$ cat src/rtl/fact_initiator_pkg.sv
// Shared types and constants for the factorial-accelerator bus initiator:
// FSM states, register word offsets and STATUS bit positions.
package fact_initiator_pkg;

  typedef enum logic [2:0] {
    IDLE   = 3'd0,
    WR_N   = 3'd1,
    WR_GO  = 3'd2,
    POLL   = 3'd3,
    RD_RES = 3'd4,
    FIN    = 3'd5
  } state_e;

  localparam logic [31:0] OFF_N      = 32'h0000_0000;
  localparam logic [31:0] OFF_GO     = 32'h0000_0004;
  localparam logic [31:0] OFF_STATUS = 32'h0000_0008;
  localparam logic [31:0] OFF_RESULT = 32'h0000_000C;

  localparam int ST_DONE = 0;
  localparam int ST_ERR  = 1;

endpackage

$ cat src/rtl/fact_initiator.sv
// Bus master that runs one factorial job on the accelerator: write N, write GO,
// poll STATUS, read RESULT. Poll timeout is built only with FACT_INIT_TIMEOUT_EN.
module fact_initiator
  import fact_initiator_pkg::*;
#(
  parameter logic [31:0] BASE_ADDR = 32'h0000_0800,
  parameter int          POLL_MAX  = 1023,
  parameter int          CNT_W     = 10
) (
  input  logic        clk,
  input  logic        rst,
  input  logic        start,
  input  logic [3:0]  n,
  output logic        busy,
  output logic        done,
  output logic [31:0] result,
  output logic        err,
  output logic [31:0] bus_a,
  output logic        bus_we,
  output logic [31:0] bus_wd,
  input  logic [31:0] bus_rd,
  output logic [2:0]  dbg_state
);

  // Request handshake: start is a one-cycle request honoured only in IDLE
  // (never queued); busy covers the job and done pulses once with result/err.

  if ((CNT_W < 1) || ((64'd1 << CNT_W) <= 64'(POLL_MAX))) begin : g_cnt_w_check
    $error("fact_initiator: CNT_W too narrow for POLL_MAX");
  end

  state_e      state_q, state_d;
  logic        busy_q, busy_d;
  logic        done_q, done_d;
  logic [31:0] result_q, result_d;
  logic        err_q, err_d;
  logic [31:0] bus_a_q, bus_a_d;
  logic        bus_we_q, bus_we_d;
  logic [31:0] bus_wd_q, bus_wd_d;
`ifdef FACT_INIT_TIMEOUT_EN
  logic [CNT_W-1:0] cnt_q, cnt_d;
`endif

  // Bus outputs are computed for the state being entered so they appear registered.
  always_comb begin
    state_d  = state_q;
    busy_d   = busy_q;
    done_d   = 1'b0;
    result_d = result_q;
    err_d    = err_q;
    bus_a_d  = bus_a_q;
    bus_we_d = 1'b0;
    bus_wd_d = bus_wd_q;
`ifdef FACT_INIT_TIMEOUT_EN
    cnt_d    = cnt_q;
`endif
    case (state_q)
      IDLE: begin
        if (start) begin
          state_d  = WR_N;
          busy_d   = 1'b1;
          bus_a_d  = BASE_ADDR + OFF_N;
          bus_we_d = 1'b1;
          bus_wd_d = {28'b0, n};
        end
      end
      WR_N: begin
        state_d  = WR_GO;
        bus_a_d  = BASE_ADDR + OFF_GO;
        bus_we_d = 1'b1;
        bus_wd_d = 32'h0000_0001;
      end
      WR_GO: begin
        state_d = POLL;
        bus_a_d = BASE_ADDR + OFF_STATUS;
`ifdef FACT_INIT_TIMEOUT_EN
        cnt_d   = '0;
`endif
      end
      POLL: begin
        if (bus_rd[ST_ERR]) begin
          state_d  = FIN;
          done_d   = 1'b1;
          err_d    = 1'b1;
          result_d = 32'h0;
        end else if (bus_rd[ST_DONE]) begin
          state_d = RD_RES;
          bus_a_d = BASE_ADDR + OFF_RESULT;
        end else begin
`ifdef FACT_INIT_TIMEOUT_EN
          // The POLL_MAX-th empty status read ends the job.
          if (cnt_q == CNT_W'(POLL_MAX - 1)) begin
            state_d  = FIN;
            done_d   = 1'b1;
            err_d    = 1'b1;
            result_d = 32'hFFFF_FFFF;
          end else begin
            cnt_d = cnt_q + 1'b1;
          end
`endif
        end
      end
      RD_RES: begin
        state_d  = FIN;
        done_d   = 1'b1;
        err_d    = 1'b0;
        result_d = bus_rd;
      end
      FIN: begin
        state_d = IDLE;
        busy_d  = 1'b0;
      end
      default: begin
        state_d = IDLE;
        busy_d  = 1'b0;
      end
    endcase
  end

  always_ff @(posedge clk or negedge rst) begin
    if (!rst) begin
      state_q  <= IDLE;
      busy_q   <= 1'b0;
      done_q   <= 1'b0;
      result_q <= 32'h0;
      err_q    <= 1'b0;
      bus_a_q  <= BASE_ADDR;
      bus_we_q <= 1'b0;
      bus_wd_q <= 32'h0;
`ifdef FACT_INIT_TIMEOUT_EN
      cnt_q    <= '0;
`endif
    end else begin
      state_q  <= state_d;
      busy_q   <= busy_d;
      done_q   <= done_d;
      result_q <= result_d;
      err_q    <= err_d;
      bus_a_q  <= bus_a_d;
      bus_we_q <= bus_we_d;
      bus_wd_q <= bus_wd_d;
`ifdef FACT_INIT_TIMEOUT_EN
      cnt_q    <= cnt_d;
`endif
    end
  end

  assign busy      = busy_q;
  assign done      = done_q;
  assign result    = result_q;
  assign err       = err_q;
  assign bus_a     = bus_a_q;
  assign bus_we    = bus_we_q;
  assign bus_wd    = bus_wd_q;
  assign dbg_state = state_q;

endmodule

$ cat config.mk
export PLATFORM = sky130hd
export DESIGN_NAME = fact_initiator
export DESIGN_NICKNAME = d
export VERILOG_FILES = /design/src/rtl/fact_initiator_pkg.sv /design/src/rtl/fact_initiator.sv
export SDC_FILE = /design/constraint.sdc
export NUM_CORES = 1
export LEC_CHECK = 0
export CAP_MARGIN = 20
export CORE_MARGIN = 4
export CORE_UTILIZATION = 39
export CTS_CLUSTER_SIZE = 14
export DETAILED_ROUTE_END_ITERATION = 7
export GPL_TIMING_DRIVEN = 0
export PLACE_DENSITY = 0.92
export SLEW_MARGIN = 20
export SYNTH_ARGS = -nofsm -noshare
export SYNTH_HDL_FRONTEND = slang
export SYNTH_SLANG_ARGS = --single-unit
$ cat constraint.sdc
create_clock -name clk -period 1.5 [get_ports clk]
set_input_delay 0.3 -clock clk [delete_from_list [all_inputs] [get_ports clk]]
set_output_delay 0.3 -clock clk [all_outputs]
set_load 0.01 [all_outputs]
Word-level counts from Yosys, hierarchy flattened

Cells that the tools add are included.

Input port bits: 39
Output and inout port bits: 103
Logic and storage cells: 48
Register bits after elaboration: 103

Bitwise operators: 1
Reductions and logical operators: 10
Equal/unequal tests: 9
Multiplexer cells: 20

Operators with widths:

| operator           | number |
|---|---|
| $mux 32            | 5 |
| $pmux 32 s2        | 2 |
| $pmux 32 s4        | 1 |
| $pmux 3 s5         | 1 |
| $mux 3             | 3 |
| $ne 2x2->1 const B | 4 |
| $pmux 1 s2         | 4 |
| $reduce_and 2->1   | 4 |
| $eq 3x2->1 const B | 2 |
| $mux 1             | 4 |
| $reduce_and 4->1   | 1 |
| $reduce_bool 2->1  | 2 |
| $reduce_bool 4->1  | 1 |
| $reduce_or 4->1    | 1 |
| $eq 3x1->1 const B | 1 |
| $eq 3x3->1 const B | 1 |
| $logic_not 3->1    | 1 |
| $ne 3x3->1 const B | 1 |
| $not 1->1          | 1 |

Logic depth before layout (Yosys ltp)

Depth in word-level cells: 4
Mapped depth: 6
Depth with buffers taken out: 3

Worst setup path after synthesis

Ideal clock, no wire load.

Path kind: register to register
Start: register state_q[2], in the netlist dbg_state[2]
End: register result_q[0], in the netlist result[0]
Library setup time: 130 ps
Required time: 1370 ps
Period minus slack after synthesis: 1324 ps
Setup slack: 176 ps
Cell stages (with the launch flop): 7
Arrival time: 1194 ps
Path buffers: 3
Path through: dfrtp_1 -> buf_6 -> nand3b_4 -> and2_1 -> buf_6 -> buf_6 -> o2bb2ai_1

Longest elaborated chain between the ends: 3
Elaborated cells between the ends (all ways): 6
Classes of those cells: eq/ne (3); mux (1); reduce/logical (2)

RTL lines:

| what                                                             | RTL line              | source |
|---|---|---|
| start, declared                                                  | fact_initiator.sv:32  | `state_e state_q, state_d;` |
| start signal, assigned                                           | fact_initiator.sv:134 | `state_q <= state_d;` |
| $eq 3x2->1 / $eq 3x3->1 (equally long branches)                  | fact_initiator.sv:57  | `case (state_q)` |
| $ne 2x2->1 (no line) / $reduce_bool 2->1 (equally long branches) | --                    |  |
| $reduce_and 2->1 (no line)                                       | --                    |  |
| end signal, assigned                                             | fact_initiator.sv:137 | `result_q <= result_d;` |
| end, declared                                                    | fact_initiator.sv:35  | `logic [31:0] result_q, result_d;` |

Several ways; a longest one is shown, not always the timed one.
A chain may end at the register's enable or synchronous reset.

Final worst setup path

Start: register bus_we_q, in the netlist bus_we
End: output bus_we

RTL lines:

| what                   | RTL line              | source |
|---|---|---|
| start, declared        | fact_initiator.sv:38  | `logic bus_we_q, bus_we_d;` |
| start signal, assigned | fact_initiator.sv:140 | `bus_we_q <= bus_we_d;` |
| end, declared          | fact_initiator.sv:19  | `output logic bus_we,` |

No word-level cell between the ends.

==> impl_metrics.env <==
export IMPL_status="complete, no violations"
export IMPL_timing_setup_tns_ns=0
export IMPL_synth_edf_count=0
export IMPL_clock_latency_ns=0.30
export IMPL_drtIter0Drc=22
export IMPL_num_io_pins=142
export IMPL_regArea_sq_mm=0.00113
export IMPL_dr_total_vias=2046
export IMPL_drive_gt1_frac=0.222
export IMPL_final_util=0.597
export IMPL_hpwl_microns=4960
export IMPL_synth_area_sq_mm=0.00263
export IMPL_cts_tree="built"
export IMPL_avgSynthCellArea_sq_um=11.4
export IMPL_area_growth_pct=46.8
export IMPL_synth_warnings=0
export IMPL_slew_headroom=0.652
export IMPL_antenna_found_initial=0
export IMPL_worst_slew_pin_transition_ns=0.521
export IMPL_h_tree_depth=2
export IMPL_syn_instance_count=231
export IMPL_critPathRequiredTime_ns=1.20
export IMPL_worstSetupStartpointType="flop"
export IMPL_ys_flop_type="dfrtp_1"
export IMPL_nets=417
export IMPL_vias_per_cell=4.49
export IMPL_io_buffers=82
export IMPL_grt_max_degree=32
export IMPL_die_h_microns=90.0
export IMPL_multiInputGateArea_sq_mm=0.00109
export IMPL_ant_nets=0
export IMPL_critPathTopFamily="buffers and inverters"
export IMPL_ys_seq_area_frac=0.429
export IMPL_worst_ep_arrival_time_ns=1.16
export IMPL_hold_ws_ns=0.375
export IMPL_routedWlPerCell_microns=14.2
export IMPL_cpMaxStageDelayCell="clkdlybuf4s50_1"
export IMPL_skew_ns=0.0117
export IMPL_start_util=0.406
export IMPL_mostFrequentLayoutCells="buf_4, conb_1, dfrtp_1, dlygate4sd2_1, clkdlybuf4s50_1"
export IMPL_fillCellCount=544
export IMPL_fp_dieArea_sq_mm=0.00811
export IMPL_cts_root_buf="clkbuf_8"
export IMPL_slew_viol_final=0
export IMPL_rows=29
export IMPL_firstDrtPassIters=4
export IMPL_drv_cap=0
export IMPL_async_flop_share=1.00
export IMPL_core_area_sq_mm=0.00646
export IMPL_clockBufferDepth=2
export IMPL_ys_ff_latch=45
export IMPL_final_hold_violation_count=0
export IMPL_cp_num_buf_inv=1
export IMPL_track_usage=0.163
export IMPL_hold_path_class="in2reg"
export IMPL_crit_fanout=1
export IMPL_vdd_drop_max_mv=0.569
export IMPL_clkTransAtPathRegs_ns=0.09
export IMPL_end_kind="output pin"
export IMPL_setup_violations=0
export IMPL_slowest_delay_ns=0.53
export IMPL_post_place_ws_ns=-0.246
export IMPL_fin_crit_sh=0.975
export IMPL_gp_congestion=0.791
export IMPL_fin_ws_ns=0.0378
export IMPL_numCtsBuffers=5
export IMPL_powerDensity_mw_per_mm2=1650
export IMPL_min_period_ns=1.46
export IMPL_rsz0062_at_grt="false"
export IMPL_die_x_microns=90.0
export IMPL_grt_ovfl_total=0
export IMPL_p_leak_uw=0.00219
export IMPL_timing_fmax_mhz=684
export IMPL_crit_chain="clkdlybuf4s50_1"
export IMPL_cts_num_sinks=45
export IMPL_grt_pass1_vias=2212
export IMPL_diodes=0
export IMPL_r2r_setup_slack_ns=0.12
export IMPL_wl_microns=6490
export IMPL_synth_distinct_cells=35
export IMPL_drc=0
export IMPL_path_class="reg2out"
export IMPL_grt_pass1_wl_microns=10900
[Yosys cell counts, types with 2 or more instances]
master      n  share of area
nor2_1      5         0.0072
nand3_1     3         0.0057
nand2_1     3         0.0043
buf_6       6          0.026
clkbuf_1    5         0.0072
nor3_1      2         0.0038
buf_4      58           0.17
mux2i_1    31           0.12
a21oi_1     3         0.0057
buf_12      4          0.031
inv_1       3         0.0043
dfrtp_1    45           0.43
buf_2       2         0.0038
conb_1      2         0.0029
o21ai_0     9          0.017
o2bb2ai_1  31           0.10
[state kept, by name (all words and copies together) (netlist names)]
name / count
result: 32
bus_wd: 4
dbg_state: 3
bus_a: 2
bus_we: 1
busy: 1
done: 1
err: 1
[timing repair]
item,in CTS,in global routing
resized for setup,40,4
hold buffers,1,0
hold endpoints to repair,14,0
pin swaps,0,0
setup endpoints to repair,40,4
setup buffers,0,0
[path summary, 6_finish.rpt]
kind,cells after the start,endpoint,from
setup / recovery,1,bus_we,bus_we
hold / removal,3,bus_wd[1],start
setup reg to reg,6,result[24],dbg_state[2]
hold reg to reg,1,result[21],result[21]
max in group asynchronous,3,result[17],rst
min in group asynchronous,2,bus_we,rst
[worst min-delay path: stages]
cell,delay [ns]
clkbuf_1,0.17
nand3_1,0.10
o21ai_0,0.07
[logic make-up after synthesis]
family          Yosys count  share of synthesized area
other cells               2                    0.00286
flops                    45                      0.429
compound gates           54                      0.164
mux                      31                      0.118
simple gates             21                     0.0486
buf+inv                  78                      0.237
[area by class of cell]
class                   count  share of cell area
plain buffers              75               0.159
clock buffers               7              0.0224
clock inverters             1             0.00779
inverters                   3             0.00292
multi-input cells         164               0.282
flip-flops and latches     45               0.292
well taps                  77              0.0250
repair buffers             84               0.209
[metal layers]
metal / up-vias / GRT usage / part of all wire
met5: - / 0 / 0
met4: 0 / 0.0651 / 0.024
met3: 10 / 0.0392 / 0.065
met2: 99 / 0.297 / 0.51
met1: 939 / 0.182 / 0.40
li1: 998 / - / -
[power breakdown]
group / total [uW] / switching [uW] / internal [uW]
logic: 3310 / 1660 / 1650
clock network: 947 / 403 / 543
registers: 2090 / 354 / 1740
total: 6340 / 2410 / 3930
[metrics by stage]
step / total power (uW) / cell area (sq um) / instances
6_report: 6340 / 3850 / 456
5_1_grt: 6820 / 3850 / 456
4_1_cts: 6440 / 3840 / 456
3_5_place_dp: 5800 / 3770 / 447
3_3_place_gp: 5650 / 3750 / 446
2_1_floorplan: 4180 / 2840 / 287
No activity file was read; power rests on OpenSTA's default activity.
